**src/rtl/wb_master_arbiter_if.sv**
```systemverilog
// Bundles the per-master Wishbone request ports, the single interconnect port and status outputs.
interface wb_master_arbiter_if #(
    parameter int unsigned NM = 2,
    parameter int unsigned DW = 32,
    parameter int unsigned AW = 32
);
    localparam int unsigned SW = DW / 8;

    // Per-master side
    logic [NM-1:0]    m_cyc_i;
    logic [NM-1:0]    m_stb_i;
    logic [NM-1:0]    m_we_i;
    logic [NM*SW-1:0] m_sel_i;
    logic [NM*AW-1:0] m_adr_i;
    logic [NM*DW-1:0] m_dat_i;
    logic [DW-1:0]    m_dat_o;
    logic [NM-1:0]    m_ack_o;
    logic [NM-1:0]    m_err_o;

    // Interconnect side
    logic             s_cyc_o;
    logic             s_stb_o;
    logic             s_we_o;
    logic [SW-1:0]    s_sel_o;
    logic [AW-1:0]    s_adr_o;
    logic [DW-1:0]    s_dat_o;
    logic [DW-1:0]    s_dat_i;
    logic             s_ack_i;

    // Status
    logic [NM-1:0]    grant_o;
    logic             timeout_o;

    // Arbiter view: it is the bus master towards the interconnect.
    modport master (
        input  m_cyc_i, m_stb_i, m_we_i, m_sel_i, m_adr_i, m_dat_i, s_dat_i, s_ack_i,
        output m_dat_o, m_ack_o, m_err_o, s_cyc_o, s_stb_o, s_we_o, s_sel_o, s_adr_o,
               s_dat_o, grant_o, timeout_o
    );

    // Environment view: drives masters and the slave response, observes everything else.
    modport slave (
        output m_cyc_i, m_stb_i, m_we_i, m_sel_i, m_adr_i, m_dat_i, s_dat_i, s_ack_i,
        input  m_dat_o, m_ack_o, m_err_o, s_cyc_o, s_stb_o, s_we_o, s_sel_o, s_adr_o,
               s_dat_o, grant_o, timeout_o
    );
endinterface

```
**src/rtl/wb_master_arbiter.sv**
```systemverilog
// Round-robin Wishbone master arbiter: holds grant for a whole CYC and converts a
// missing slave ACK into a one-cycle ERR to the owning master.
module wb_master_arbiter #(
    parameter int unsigned NM      = 2,
    parameter int unsigned DW      = 32,
    parameter int unsigned AW      = 32,
    parameter int unsigned TIMEOUT = 255
) (
    input  logic                wb_clk_i,
    input  logic                wb_rstn_i,
    wb_master_arbiter_if.master bus
);
    localparam int unsigned SW = DW / 8;
    localparam int unsigned LW = $clog2(NM);
    localparam int unsigned CW = $clog2(TIMEOUT + 1);
    localparam logic [CW-1:0] CNT_LAST = CW'(TIMEOUT - 1);
    localparam logic [NM-1:0] ONE_HOT0 = {{(NM-1){1'b0}}, 1'b1};

    typedef enum logic [1:0] {
        ST_IDLE = 2'd0,
        ST_BUSY = 2'd1,
        ST_ERR  = 2'd2
    } state_e;

    state_e          state_q, state_d;
    logic [NM-1:0]   grant_q, grant_d;
    logic [LW-1:0]   last_q,  last_d;
    logic [CW-1:0]   cnt_q,   cnt_d;

    logic [NM-1:0]   req_c;
    logic [LW:0]     rr_idx_c;
    logic [LW-1:0]   pick_c;
    logic            pick_vld_c;
    logic            gcyc_c;
    logic            gstb_c;

    // The last-grant pointer doubles as the owner index while BUSY/ERR.
    assign gcyc_c       = bus.m_cyc_i[last_q];
    assign gstb_c       = bus.m_stb_i[last_q];
    assign bus.grant_o  = grant_q;
    assign bus.m_dat_o  = bus.s_dat_i;

    // Round-robin scan: first requester starting after the last granted master.
    always_comb begin
        req_c      = bus.m_cyc_i & bus.m_stb_i;
        pick_c     = '0;
        pick_vld_c = 1'b0;
        rr_idx_c   = '0;
        for (int unsigned i = 1; i <= NM; i++) begin
            rr_idx_c = {1'b0, last_q} + (LW+1)'(i);
            if (rr_idx_c >= (LW+1)'(NM)) begin
                rr_idx_c = rr_idx_c - (LW+1)'(NM);
            end
            if (!pick_vld_c && req_c[LW'(rr_idx_c)]) begin
                pick_vld_c = 1'b1;
                pick_c     = LW'(rr_idx_c);
            end
        end
    end

    // Next-state, grant, pointer and timeout counter.
    always_comb begin
        state_d = state_q;
        grant_d = grant_q;
        last_d  = last_q;
        cnt_d   = cnt_q;
        unique case (state_q)
            ST_IDLE: begin
                cnt_d = '0;
                if (pick_vld_c) begin
                    grant_d = ONE_HOT0 << pick_c;
                    last_d  = pick_c;
                    state_d = ST_BUSY;
                end
            end
            ST_BUSY: begin
                if (!gcyc_c) begin
                    state_d = ST_IDLE;
                    grant_d = '0;
                    cnt_d   = '0;
                end else if (gstb_c && !bus.s_ack_i) begin
                    if (cnt_q == CNT_LAST) begin
                        state_d = ST_ERR;
                        cnt_d   = '0;
                    end else begin
                        cnt_d = cnt_q + CW'(1);
                    end
                end else begin
                    cnt_d = '0;
                end
            end
            ST_ERR: begin
                cnt_d = '0;
                if (gcyc_c) begin
                    state_d = ST_BUSY;
                end else begin
                    state_d = ST_IDLE;
                    grant_d = '0;
                end
            end
            default: begin
                state_d = ST_IDLE;
                grant_d = '0;
                cnt_d   = '0;
            end
        endcase
    end

    // Bus outputs: owner payload mux, zero-latency ACK forwarding, ERR pulse.
    always_comb begin
        bus.s_cyc_o   = 1'b0;
        bus.s_stb_o   = 1'b0;
        bus.s_we_o    = 1'b0;
        bus.s_sel_o   = '0;
        bus.s_adr_o   = '0;
        bus.s_dat_o   = '0;
        bus.m_ack_o   = '0;
        bus.m_err_o   = '0;
        bus.timeout_o = 1'b0;
        unique case (state_q)
            ST_BUSY: begin
                bus.s_cyc_o = 1'b1;
                bus.s_stb_o = gstb_c;
                bus.s_we_o  = bus.m_we_i[last_q];
                bus.s_sel_o = bus.m_sel_i[last_q*SW +: SW];
                bus.s_adr_o = bus.m_adr_i[last_q*AW +: AW];
                bus.s_dat_o = bus.m_dat_i[last_q*DW +: DW];
                bus.m_ack_o = grant_q & {NM{bus.s_ack_i & gstb_c}};
            end
            ST_ERR: begin
                bus.s_cyc_o   = 1'b1;
                bus.s_we_o    = bus.m_we_i[last_q];
                bus.s_sel_o   = bus.m_sel_i[last_q*SW +: SW];
                bus.s_adr_o   = bus.m_adr_i[last_q*AW +: AW];
                bus.s_dat_o   = bus.m_dat_i[last_q*DW +: DW];
                bus.m_err_o   = grant_q;
                bus.timeout_o = 1'b1;
            end
            default: begin
            end
        endcase
    end

    // State register; pointer resets to the last master so master 0 wins first.
    always_ff @(posedge wb_clk_i or negedge wb_rstn_i) begin
        if (!wb_rstn_i) begin
            state_q <= ST_IDLE;
            grant_q <= '0;
            last_q  <= LW'(NM - 1);
            cnt_q   <= '0;
        end else begin
            state_q <= state_d;
            grant_q <= grant_d;
            last_q  <= last_d;
            cnt_q   <= cnt_d;
        end
    end
endmodule

```
**src/flat_wrapper.sv**
```systemverilog
// flat-port wrapper written by rule: the top's interface ports become plain ports
module wb_master_arbiter_flat 
#(
    parameter int unsigned NM      = 2,
    parameter int unsigned DW      = 32,
    parameter int unsigned AW      = 32,
    parameter int unsigned TIMEOUT = 255
)
  (wb_clk_i, wb_rstn_i, bus_m_cyc_i, bus_m_stb_i, bus_m_we_i, bus_m_sel_i, bus_m_adr_i, bus_m_dat_i, bus_s_dat_i, bus_s_ack_i, bus_m_dat_o, bus_m_ack_o, bus_m_err_o, bus_s_cyc_o, bus_s_stb_o, bus_s_we_o, bus_s_sel_o, bus_s_adr_o, bus_s_dat_o, bus_grant_o, bus_timeout_o);
  wb_master_arbiter_if #(.NM(NM), .DW(DW), .AW(AW)) bus_i ();
  input  logic wb_clk_i;
  input  logic wb_rstn_i;
  input wire logic [$bits(bus_i.m_cyc_i)-1:0] bus_m_cyc_i;
  input wire logic [$bits(bus_i.m_stb_i)-1:0] bus_m_stb_i;
  input wire logic [$bits(bus_i.m_we_i)-1:0] bus_m_we_i;
  input wire logic [$bits(bus_i.m_sel_i)-1:0] bus_m_sel_i;
  input wire logic [$bits(bus_i.m_adr_i)-1:0] bus_m_adr_i;
  input wire logic [$bits(bus_i.m_dat_i)-1:0] bus_m_dat_i;
  input wire logic [$bits(bus_i.s_dat_i)-1:0] bus_s_dat_i;
  input wire logic [$bits(bus_i.s_ack_i)-1:0] bus_s_ack_i;
  output wire logic [$bits(bus_i.m_dat_o)-1:0] bus_m_dat_o;
  output wire logic [$bits(bus_i.m_ack_o)-1:0] bus_m_ack_o;
  output wire logic [$bits(bus_i.m_err_o)-1:0] bus_m_err_o;
  output wire logic [$bits(bus_i.s_cyc_o)-1:0] bus_s_cyc_o;
  output wire logic [$bits(bus_i.s_stb_o)-1:0] bus_s_stb_o;
  output wire logic [$bits(bus_i.s_we_o)-1:0] bus_s_we_o;
  output wire logic [$bits(bus_i.s_sel_o)-1:0] bus_s_sel_o;
  output wire logic [$bits(bus_i.s_adr_o)-1:0] bus_s_adr_o;
  output wire logic [$bits(bus_i.s_dat_o)-1:0] bus_s_dat_o;
  output wire logic [$bits(bus_i.grant_o)-1:0] bus_grant_o;
  output wire logic [$bits(bus_i.timeout_o)-1:0] bus_timeout_o;
  assign bus_i.m_cyc_i = bus_m_cyc_i;
  assign bus_i.m_stb_i = bus_m_stb_i;
  assign bus_i.m_we_i = bus_m_we_i;
  assign bus_i.m_sel_i = bus_m_sel_i;
  assign bus_i.m_adr_i = bus_m_adr_i;
  assign bus_i.m_dat_i = bus_m_dat_i;
  assign bus_i.s_dat_i = bus_s_dat_i;
  assign bus_i.s_ack_i = bus_s_ack_i;
  assign bus_m_dat_o = bus_i.m_dat_o;
  assign bus_m_ack_o = bus_i.m_ack_o;
  assign bus_m_err_o = bus_i.m_err_o;
  assign bus_s_cyc_o = bus_i.s_cyc_o;
  assign bus_s_stb_o = bus_i.s_stb_o;
  assign bus_s_we_o = bus_i.s_we_o;
  assign bus_s_sel_o = bus_i.s_sel_o;
  assign bus_s_adr_o = bus_i.s_adr_o;
  assign bus_s_dat_o = bus_i.s_dat_o;
  assign bus_grant_o = bus_i.grant_o;
  assign bus_timeout_o = bus_i.timeout_o;
  wb_master_arbiter #(.NM(NM), .DW(DW), .AW(AW), .TIMEOUT(TIMEOUT)) u_core (.wb_clk_i(wb_clk_i), .wb_rstn_i(wb_rstn_i), .bus(bus_i));
endmodule
```
**config.mk**
```make
export PLATFORM = sky130hd
export DESIGN_NAME = wb_master_arbiter_flat
export DESIGN_NICKNAME = d
export VERILOG_FILES = /design/src/rtl/wb_master_arbiter_if.sv /design/src/rtl/wb_master_arbiter.sv /design/src/flat_wrapper.sv
export SDC_FILE = /design/constraint.sdc
export NUM_CORES = 1
export LEC_CHECK = 0
export BUFFER_PORTS_ARGS = -buffer_cell sky130_fd_sc_hd__buf_2
export CORE_AREA = 2 2 111 113
export CTS_CLUSTER_DIAMETER = 40
export DETAILED_ROUTE_END_ITERATION = 7
export DIE_AREA = 0 0 113 115
export SLEW_MARGIN = 20
export SYNTH_ARGS = -nofsm -noshare
export SYNTH_HDL_FRONTEND = slang
export SYNTH_SLANG_ARGS = --single-unit
```
**constraint.sdc**
```tcl
create_clock -name wb_clk_i -period 2.3 [get_ports wb_clk_i]
set_input_delay 0 -clock wb_clk_i [delete_from_list [all_inputs] [get_ports wb_clk_i]]
set_output_delay 0 -clock wb_clk_i [all_outputs]
set_load 0.005 [all_outputs]
```
Word level (Yosys, flattened, before mapping)
Cells that the tools add are included.
- register bits: 13
- bits of input ports: 177
- output and inout port bits: 110
- word-level logic and storage cells: 75
- add/subtract/negate cells: 5
- $lt $le $gt $ge: 5
- equality and inequality tests: 7
- shifts and indexed selects: 4
- mux-type cells: 38
- bitwise operators: 3
- reduce and logical (&&, ||, !) cells: 9
- operators with widths (kind ; count):
    64-bit by 7-bit indexed part select with 32-bit output ; 2
    32-bit two-way mux ; 2
    8-bit two-way mux ; 4
    1-bit two-way mux ; 21
    2-bit two-way mux ; 8
    8-bit by 1-bit adder with 8-bit output, second input constant ; 1
    8-bit == test, second input constant ; 1
    8-bit by 4-bit indexed part select with 4-bit output ; 1
    1-bit by 2-bit less-than comparator with 1-bit output, second input constant ; 3
    3-bit inequality test, second input constant ; 2
    2-bit one-hot mux with 3 select lines ; 1
    2-bit bitwise AND ; 2
    2-bit >= comparator, second input constant ; 2
    4-bit two-way mux ; 1
    2-bit one-hot mux with 2 select lines ; 1
    2-bit AND reduction ; 2
    3-bit AND reduction ; 1
    1-bit by 1-bit adder with 2-bit output, second input constant ; 1
    1-bit by 2-bit adder with 2-bit output, second input constant ; 1
    2-bit by 1-bit == test with 1-bit output, second input constant ; 1
    2-bit == test, second input constant ; 1
    1-bit logical AND ; 2
    1-bit zero test ; 2
    2-bit zero test ; 1
    other kinds (6) ; 7

Logic depth before layout (Yosys ltp)
Gate-level depths: netlist (run 1).
- depth after elaboration: 12
- depth in mapped cells: 6

Worst setup path after synthesis (run 1)
Ideal clock, no wire load.
- kind: register to register
- from: register u_core.last_q
- to: register u_core.state_q[0]
- setup time: 128 ps
- arrival time: 1325 ps
- required time: 2172 ps
- slack: 848 ps
- cell stages (with the launch flop): 5
- path buffers: 0
- cells stage by stage: dfstp_2 mux2i_1 nor4_1 o21ai_1 mux2_1
- cells in the longest elaborated chain, start to end: 11
- ends and longest elaborated chain (element ; RTL line ; source):
    start, declared ; wb_master_arbiter.sv:27 ; logic [LW-1:0] last_q, last_d;
    start signal, assigned ; wb_master_arbiter.sv:149 ; last_q <= LW'(NM - 1);
    start signal, assigned ; wb_master_arbiter.sv:154 ; last_q <= last_d;
    1-bit by 1-bit adder with 2-bit output ; wb_master_arbiter.sv:50 ; rr_idx_c = {1'b0, last_q} + (LW+1)'(i);
    2-bit >= comparator or 1-bit subtractor (tied branches) ; wb_master_arbiter.sv:51, wb_master_arbiter.sv:52 ;
    1-bit two-way mux ; wb_master_arbiter.sv:51 ; if (rr_idx_c >= (LW+1)'(NM)) begin
    1-bit two-way mux (not written as such) (2 in series) ; wb_master_arbiter.sv:54 ; if (!pick_vld_c && req_c[LW'(rr_idx_c)]) begin
    1-bit two-way mux ; wb_master_arbiter.sv:54 ;
    1-bit zero test ; wb_master_arbiter.sv:54 ;
    1-bit logical AND ; wb_master_arbiter.sv:54 ;
    1-bit two-way mux ; wb_master_arbiter.sv:54 ;
    2-bit by 1-bit inequality test with 1-bit output (no line) ; n/a ;
    3-bit AND reduction (no line) ; n/a ;
    end signal, assigned ; wb_master_arbiter.sv:152 ; state_q <= state_d;
    end, declared ; wb_master_arbiter.sv:25 ; state_e state_q, state_d;
Parallel ways exist; a longest one is shown, timed or not. The select of a mux whose other input is x is not followed.
A chain may end at the register's enable or synchronous reset.

Worst setup path after layout (run 1)
- from: register u_core.last_q
- to: output port bus_s_dat_o[4]
- cells in the longest elaborated chain, start to end: 2
- ends and longest elaborated chain (element ; RTL line ; source):
    64-bit by 7-bit indexed part select with 32-bit output ; wb_master_arbiter.sv:127, wb_master_arbiter.sv:135 ;
    32-bit two-way mux ; n/a ;
    end, declared ; flat_wrapper.sv:29 ; output wire logic [$bits(bus_i.s_dat_o)-1:0] bus_s_dat_o;
No other way between the ends.

==> results of run 1 <==
-- repair_timing --
item                                   4_1_cts  5_1_grt
hold buffers                                 1        0
setup buffers                                0        0
endpoints found under the hold margin       13        0
-- registers in the layout, indices dropped and copies added (netlist names) --
register / cells
u_core.cnt_q: 8
u_core.state_q: 2
u_core.bus.grant_o: 2
u_core.last_q: 1
-- final cells by class --
cell class,count,area [sq um]
fillers,1242,8520
multi-input cells,199,1530
repair buffers,227,1150
flip-flops and latches,13,330
well taps,147,184
clock buffers,4,78.8
inverters,5,18.8
-- power breakdown --
group / internal (W) / switching, W / leakage [nW] / total (W)
logic: 0.00115 / 0.00104 / 1.62 / 0.00218
registers: 0.000278 / 0.0000349 / 0.175 / 0.000313
clock network: 0.000234 / 0.0000973 / 0.0382 / 0.000331
-- kinds of logic (layout without fill, tap and decap cells) --
| family | after synthesis | count (layout) |
|---|---|---|
| compound gates | 10 | 10 |
| xor+xnor | 6 | 6 |
| fa+ha+maj | 6 | 6 |
| buf+inv | 52 | 236 |
| flops | 13 | 13 |
| mux | 72 | 72 |
| simple gates | 105 | 105 |
-- how the worst max path moves through the flow --
stage                                        end  cells after the start                 startpoint  slack, ns
2_1_floorplan      u_core.state_q[0]$_DFFE_PN0P_                      4  u_core.last_q$_DFFE_PN1P_       0.85
4_1_cts                           bus_s_dat_o[4]                      4  u_core.last_q$_DFFE_PN1P_       0.37
3_3_place_gp   u_core.bus.grant_o[0]$_DFFE_PN0P_                      3  u_core.last_q$_DFFE_PN1P_       0.69
6_report                          bus_s_dat_o[4]                      4  u_core.last_q$_DFFE_PN1P_       0.38
3_5_place_dp       u_core.state_q[0]$_DFFE_PN0P_                      4  u_core.last_q$_DFFE_PN1P_       0.63
5_1_grt                          bus_s_dat_o[12]                      4  u_core.last_q$_DFFE_PN1P_       0.29
-- layer usage --
metal | track usage, % | vias up | wire [um] | part of all wire, %
li1 | - | 1229 | - | -
met4 | 4.39 | 0 | 165 | 2.3
met5 | 0 | - | 0 | 0
met3 | 1.11 | 21 | 577 | 8.1
met2 | 17.2 | 137 | 3630 | 51
met1 | 11.2 | 1091 | 2750 | 39
-- worst register-to-register path: cells and delay by family, from the launching register on --
kind / cells / cell delay, ns
multiplexers: 2 / 0.64
flip-flops: 1 / 0.62
AO/OA/AOI/OAI: 1 / 0.21
AND/OR/NAND/NOR: 1 / 0.10
-- through the flow --
step | power, W | std cells | util, %
finish | 0.00283 | 595 | 27.9
global route | 0.00309 | 595 | 27.9
CTS | 0.00288 | 595 | 27.9
detailed placement | 0.00252 | 590 | 27.1
global placement | 0.00248 | 590 | 27.1
floorplan | 0.00176 | 264 | -
-- synth_stat cells (3+ instances only) --
cell	n
buf_4	32
buf_2	8
a21oi_1	3
dfrtp_1	12
nand3_1	8
and2_1	3
mux2i_1	70
xor2_1	3
nor2_1	13
and3_1	3
clkbuf_1	7
nand2_1	5
nor2b_1	70
xnor2_1	3
inv_1	5
ha_1	6
==> impl_results.md, run 1 <==
- Status: complete, but fails checks
- Failing checks: design-rule violations
- Worst-path clk slew: 0.05 ns
- Pre-CTS WS: 0.625 ns
- Total of flip-flops plus latches after synthesis: 13
- CTS resizes: 0
- Pleak: 1.84 nW
- Number of synthesized flops with an enable pin: 0
- Post-synth ARST share: 100%
- Synth Net Count: 447
- Prevailing post-synth register cell: dfrtp_1
- Req. time, crit path: 2.30 ns
- Clock latency on the worst-skew pair: 0.24 ns
- CTS root buf: clkbuf_16
- Yosys top cell area share: 32.1%
- TritonCTS clock tree: done
- Min Hold Slack: 0.00000202 ns
- Final worst-path setup slack: 0.385 ns
- Largest family of logic cells by synthesized area: multiplexers
- Top post-synthesis cells by area: mux2i_1, nor2b_1, dfrtp_1
- Syn Std Cell Area: 0.00218 sq mm
- Core area: 0.0118 sq mm
- Most common cell after layout, fill and taps aside: buf_2
- Number of buffers added on ports: 222
- Cell area after layout: 0.00329 sq mm
- Vias: 2478
- Die area: 0.0130 sq mm
- WL final: 7130 um
- Vias/cell: 4.16
- Deepest clock path buffer count: 2
- Largest net degree at the start of global routing: 44
- Final Slew Violations: 0
- Vias in the first global route: 2285
- Syn avg cell area: 8.27 sq um
- CP Buf/Inv Count: 2
- Hold path depth: 0
- Global-route wire length before repair: 10300 um
- TritonCTS sink count: 13
- Count of final setup violators: 0
- Final hold violations: 0
- Worst reg2reg path depth: 4
- Fmax: 522 MHz
- Power Dens Cells: 859 mW/mm^2
- Crit Reg-Reg Endpoint: u_core.state_q[0]$_DFFE_PN0P_
- WL per Instance: 12.0 um
- XOR/XNOR share of the synthesized area: 2.41%
- DRT iter0 DRCs: 175
- CP cell instances: buf_4 > mux2i_1 > nor2b_1 > buf_2
- Mux contribution to synthesized area: 33.1%
- Layout area overhead: 50.9%
- Hold EP: bus_m_dat_o[23]
- Sum Neg Setup Slack: 0 ns
- CP Data Arrival Time: 1.92 ns
- Crit Path Class: flop to output port
- Layout cells sized above 1: 52.5%
- RD Place Congestion: 0.815
- Max incr delay on CP: 0.62 ns
- CTS buffer count: 3
- Most frequent cells in the layout: buf_2, mux2i_1, nor2b_1
- Max VDD drop: 0.322 mV
- Antenna-violating nets left: 0
- Hold Path Class: primary input to output port
- Number of cell rows: 40
- Gr usage total: 9.50%
- Startpoint Class: flop
- Distinct cell type count after synthesis: 29
- Worst-margin pin slew: 0.663 ns
- Top delay family on crit path: buffers and inverters
- Hold_sp: bus_s_dat_i[23]
- TritonRoute pass-1 iters: 8
- Antenna diode count: 0
- Adder-cell share of the synthesized area: 3.44%
- Syn. warnings: 0
- Simple-Gate Fraction of Synth Area: 28.1%
- Crit-path slowest cell: dfstp_4
- CP endpoint kind: output port
- Leading area contributor after synthesis: mux2i_1
- Io pins: 287
- Reg2reg start: u_core.last_q$_DFFE_PN1P_
- Initial core utilization: 18.5%
- Hpwl dp: 5940 um
- Residual DRC: 19
- Sequential area share after synthesis: 15.0%
- Flop2flop setup slack: 0.61 ns
- Placed inst area: 0.00321 sq mm
- Final setup skew: 0.00396 ns
- Maximum Capacitance Violations: 0
- DIE WIDTH: 113 um
- Synth Instances: 264
- Compound-Gate Fraction of Synth Area: 3.04%
- Worst slew margin: 55.8%
- Crit-path max FO: 43
- Nets: 632
- Initial antenna violation count: 0
- GRT overflow: 0
- Htree depth: 1
- Final period util: 83.3%
- Min Tclk post-route: 1.92 ns
- Die Ht: 115 um
- Unrepaired setup endpoints after global routing: false
(Power assumes the default switching activity.)
==> inputs of run 2 (changes only) <==
ABC_AREA = 1   (was not set)
clock period = 1.7 ns   (was 2.3 ns; I/O delays follow)
==> impl_results.md, run 2 <==
- CP startpoint: u_core.state_q[1]$_DFFE_PN0P_
- Number of synthesized flops with an enable pin: 0
- Failing checks: design-rule violations
- Startpoint Class: flop
- Final period util: 97.1%
- Synth Net Count: 550
- Sequential area share after synthesis: 15.7%
- Most frequent cells after synthesis: nor2_1, o21ai_0, buf_4
- Final Slew Violations: 0
- Count of final setup violators: 0
- Htree depth: 1
- Req. time, crit path: 1.70 ns
- Prevailing post-synth register cell: dfrtp_1
- Vias in the first global route: 2587
- Top-count cell post-synth: nor2_1
- Max VDD drop: 0.514 mV
- Largest net degree at the start of global routing: 56
- Hpwl dp: 6560 um
- Leading area contributor after synthesis: nor2_1
- WL per Instance: 12.2 um
- Unrepaired setup endpoints after global routing: true
- Busiest layer in global routing: met2
- TritonCTS clock tree: done
- Layout cells sized above 1: 46.3%
- Global-route wire length before repair: 12700 um
- CTS buffer count: 3
- Syn Std Cell Area: 0.00208 sq mm
- TritonCTS sink count: 13
- Initial antenna violation count: 1
- Worst-margin pin slew: 0.294 ns
- Min Tclk post-route: 1.65 ns
- Die Ht: 115 um
- Nets: 737
- TritonRoute pass-1 iters: 8
- Crit Path Class: flop to output port
- FF+latch area: 327 sq um
- Pleak: 1.91 nW
- CP cell instances: inv_2 > ha_4 > buf_4 > clkbuf_16 > o21ai_0 > nor2_1 > buf_2
- Number of cell rows: 40
- Crit-path slowest cell: dfrtp_1
- Number of buffers added on ports: 222
- Reg2reg start: u_core.last_q$_DFFE_PN1P_
- GR Layer Usage met1: 14.3%
- Final worst-path setup slack: 0.0496 ns
- Total of flip-flops plus latches after synthesis: 13
- Worst slew margin: 80.4%
- Hold Path Class: primary input to output port
- Worst-path clk slew: 0.05 ns
- Distinct cell type count after synthesis: 27
- Fill cells: 1369
- Io pins: 287
- Gr usage total: 12.0%
- Power Dens Cells: 1640 mW/mm^2
- Initial core utilization: 17.6%
- Clock latency on the worst-skew pair: 0.24 ns
- Post-synth ARST share: 100%
- Syn. warnings: 0
- Syn avg cell area: 5.66 sq um
- Pre-CTS WS: 0.219 ns
- Layout Cells excl Fill: 701
- Largest reg by FF count: u_core.cnt_q
- Layout area overhead: 59.1%
- Placed inst area: 0.00310 sq mm
- Deepest clock path buffer count: 2
- Maximum Capacitance Violations: 0
- Met2 global-route usage: 22.4%
- Area of the multi-input gates: 0.00136 sq mm
- Hold_sp: bus_s_dat_i[29]
- CTS root buf: clkbuf_16
- DIE WIDTH: 113 um
- DP Cell Count: 688
- Crit-path max FO: 13
- RD Place Congestion: 0.816
- Top post-synthesis cells by area: nor2_1, o21ai_0, dfrtp_1
- Die area: 0.0130 sq mm
- Most common cell after layout, fill and taps aside: buf_2
- CP Data Arrival Time: 1.65 ns
- Final setup skew: 0.000534 ns
- Util after Layout: 28.0%
- GRT overflow: 0
- Core area: 0.0118 sq mm
- Vias/cell: 4.18
- Antenna-violating nets left: 0
- Vias: 2930
- Synth Instances: 367
- Yosys top cell area share: 27.5%
- Fmax: 606 MHz
- DRT iter0 DRCs: 131
- Max incr delay on CP: 0.39 ns
- Residual DRC: 15
- CP endpoint kind: output port
- Max reg flops: 8
- Status: complete, but fails checks
- Final hold violations: 0
- Most frequent cells in the layout: buf_2, nor2_1, o21ai_0
- WL final: 8540 um
- GR Util met3: 2.69%
- Cell area after layout: 0.00330 sq mm
-- run 2: stage by stage --
stage / setup TNS (ns) / power [W] / hold WS (ns)
2_1_floorplan: 0 / 0.00281 / -0.296
3_3_place_gp: 0 / 0.00454 / -0.0958
3_5_place_dp: 0 / 0.00456 / -0.0964
4_1_cts: 0 / 0.00526 / 0.0000346
5_1_grt: -0.00182 / 0.00602 / 0.00000922
6_report: 0 / 0.00540 / 0.00000199
-- run 2: final timing paths --
kind / endpoint / slack, ns / depth (start not counted)
max: bus_s_adr_o[18] / 0.05 / 7
min: bus_m_dat_o[29] / 0.000002 / 0
max reg2reg: u_core.state_q[1]$_DFFE_PN0P_ / 0.29 / 8
min reg2reg: u_core.cnt_q[0]$_DFF_PN0_ / 0.49 / 1
max in group asynchronous: u_core.last_q$_DFFE_PN1P_ / 1.25 / 2
min in group asynchronous: u_core.cnt_q[7]$_DFF_PN0_ / 0.18 / 2
-- run 2: per-layer routing --
metal  vias to the layer above  routed length (um)
li1                       1503                   -
met1                      1252                3550
met2                       169                4120
met3                         6                 803
met4                         0                  65
met5                         -                   0
-- run 2: kinds of logic (layout without fill, tap and decap cells) --
logic type / after synthesis / in the layout / share of synthesized area, %
compound gates: 75 / 75 / 18.3
xor+xnor: 5 / 5 / 2.11
fa+ha+maj: 6 / 6 / 3.61
buf+inv: 69 / 255 / 19.5
flops: 13 / 13 / 15.7
other cells: 0 / 1 / 0
simple gates: 199 / 199 / 40.8
-- run 2: power by group --
part	internal (W)	total [W]	switching, W
Sequential	0.000375	0.000450	0.0000746
Combinational	0.00201	0.00451	0.00249
Clock	0.000313	0.000446	0.000133
-- run 2: layout make-up --
type | count | area share (%)
diodes | 1 | 0.0757
clock buffers | 3 | 2.27
clock inverters | 1 | 0.151
inverters | 15 | 1.78
multi-input cells | 285 | 41.3
flip-flops and latches | 13 | 9.88
well taps | 147 | 5.57
repair buffers | 236 | 39.0
-- run 2: worst max-delay path: cells and delay by family, from the launching register on --
family / cells / cell delay, ns
simple gates: 1 / 0.10
fa+ha+maj: 1 / 0.33
compound gates: 1 / 0.11
buf+inv: 4 / 0.47
flops: 1 / 0.39
-- run 2: repair_timing --
item,CTS,global route
pin swaps,0,2
cloned,1,1
hold buffers,1,0
resized for setup,1,10
setup endpoints to repair,1,45
endpoints found under the hold margin,13,0
buffers inserted,0,5
==> inputs of run 3 (changes only) <==
BUFFER_PORTS_ARGS = not set   (was -buffer_cell sky130_fd_sc_hd__buf_2)
DONT_BUFFER_PORTS = 1   (was not set)
clock period = 1.6 ns   (was 1.7 ns; I/O delays follow)
==> impl_results.md, run 3 (synthesized netlist as in run 2, its figures left out) <==
- Status: complete, but fails checks
- Failing checks: design-rule violations
- Worst reg2reg path depth: 8
- CTS root buf: clkbuf_16
- Layout cells sized above 1: 9.34%
- RD Place Congestion: 0.783
- Final Slew Violations: 0
- Maximum Capacitance Violations: 0
- Gr usage total: 9.93%
- Unrepaired setup endpoints after global routing: false
- Total power: 0.00453 W
- Hold path depth: 0
- Placed inst area: 0.00200 sq mm
- Hold EP: bus_m_dat_o[29]
- CP Data Arrival Time: 1.53 ns
- Layout area overhead: 5.66%
- Fmax: 655 MHz
- Sum Neg Setup Slack: 0 ns
- Cell area after layout: 0.00219 sq mm
- Most common cell after layout, fill and taps aside: nor2_1
- Worst slew margin: 59.2%
- Htree depth: 1
- CP cell instances: inv_4 > buf_6 > nor2_1 > nor2_1
- TritonRoute pass-1 iters: 8
- Die Ht: 115 um
- Initial antenna violation count: 3
- Final hold violations: 0
- Crit-path slowest cell: dfstp_2
- WL final: 7370 um
- GRT overflow: 0
- Reg2reg start: u_core.last_q$_DFFE_PN1P_
- WL per Instance: 15.3 um
- Req. time, crit path: 1.60 ns
- Pleak: 0.962 nW
- DRT iter0 DRCs: 175
- Clock latency on the worst-skew pair: 0.24 ns
- Most frequent CP cell: nor2_1
- Top delay family on crit path: flip-flops
- Residual DRC: 15
- CTS buffer count: 3
- FF+latch area: 327 sq um
- Largest reg by FF count: u_core.cnt_q
- Hpwl dp: 5800 um
- CP endpoint kind: output port
- Crit Path Class: flop to output port
- Vias in the first global route: 1827
- Global-route wire length before repair: 9940 um
- Max VDD drop: 0.691 mV
- Final setup skew: 0.00364 ns
- CP Buf/Inv Count: 2
- Power Dens Cells: 2070 mW/mm^2
- Fill cells: 1340
- Initial core utilization: 17.6%
- Max incr delay on CP: 0.63 ns
- Layout Cells excl Fill: 481
- Hold Path Class: primary input to output port
- Nets: 516
- Most frequent cells in the layout: nor2_1, o21ai_0, nand2_1
- Die area: 0.0130 sq mm
- Startpoint Class: flop
- Worst-path clk slew: 0.05 ns
- TritonCTS clock tree: done
- Count of final setup violators: 0
- TritonCTS sink count: 13
- Core area: 0.0118 sq mm
- Min Tclk post-route: 1.53 ns
- Hold_sp: bus_s_dat_i[29]
- Max reg flops: 8
- Largest net degree at the start of global routing: 46
- Vias/cell: 4.68
- Antenna-violating nets left: 0
- Number of cell rows: 40
- Crit-path max FO: 45
- Io pins: 287
- Worst-margin pin slew: 0.610 ns
- Area of the multi-input gates: 0.00136 sq mm
- DIE WIDTH: 113 um
- Crit Reg-Reg Endpoint: u_core.state_q[0]$_DFFE_PN0P_
- Flop2flop setup slack: 0.21 ns
- Number of buffers added on ports: 0
- Deepest clock path buffer count: 2
- Vias: 2250
- Final period util: 95.5%
- Min Hold Slack: 0.00000200 ns
- DP Cell Count: 469
[run 3: changes by cell type in the layout (fill, tap and decap cells not counted), moves of 2 or more]
cell	delta
buf_2	-222
inv_1	+2
inv_2	-2
o21ai_0	+3
o21ai_1	-3
[run 3: per-stage QoR]
stage          util (%)  setup slack (ns)
3_3_place_gp       16.9             0.197
4_1_cts            18.3            0.0357
2_1_floorplan         -             0.233
3_5_place_dp       16.9             0.154
5_1_grt            18.6          0.000310
6_report           18.6            0.0727
[run 3: layout make-up]
| type | instances | area share, % |
|---|---|---|
| Clock buffer | 4 | 3.59 |
| Tap cell | 147 | 8.38 |
| Sequential cell | 13 | 14.9 |
| Inverter | 15 | 2.68 |
| Timing Repair Buffer | 15 | 8.10 |
| Multi-Input combinational cell | 285 | 62.1 |
| Antenna cell | 2 | 0.228 |
[run 3: worst max path at each step]
stage | cells after the start | startpoint | slack, ns | end
6_report | 4 | u_core.last_q$_DFFE_PN1P_ | 0.07 | bus_s_adr_o[16]
5_1_grt | 5 | u_core.state_q[0]$_DFFE_PN0P_ | 0.0003 | bus_s_sel_o[1]
4_1_cts | 4 | u_core.last_q$_DFFE_PN1P_ | 0.04 | bus_s_adr_o[1]
3_5_place_dp | 5 | u_core.state_q[1]$_DFFE_PN0P_ | 0.15 | bus_s_dat_o[11]
3_3_place_gp | 5 | u_core.state_q[0]$_DFFE_PN0P_ | 0.20 | bus_s_dat_o[11]
2_1_floorplan | 7 | u_core.state_q[0]$_DFFE_PN0P_ | 0.23 | u_core.bus.grant_o[1]$_DFFE_PN0P_
[run 3: what timing repair did]
action,4_1_cts,5_1_grt
setup buffers,2,1
gates cloned,1,0
pin swaps,2,3
hold buffers,2,0
setup endpoints to repair,32,12
gates resized for setup,3,5
endpoints found under the hold margin,21,0
[run 3: where the power goes]
group | switching [W] | internal, W | total (W) | leakage (nW)
clock network | 0.000133 | 0.000336 | 0.000469 | 0.0382
logic | 0.00236 | 0.00123 | 0.00358 | 0.750
registers | 0.0000837 | 0.000399 | 0.000483 | 0.174
[run 3: routing by layer]
layer / GRT usage (%) / share of wire [%] / vias to the layer above / routed length, um
li1: - / - / 1063 / -
met1: 11.8 / 39 / 1005 / 2840
met2: 17.6 / 48 / 174 / 3550
met3: 2.79 / 12 / 6 / 909
met4: 2.68 / 0.79 / 2 / 58
met5: 0 / 0.16 / - / 12
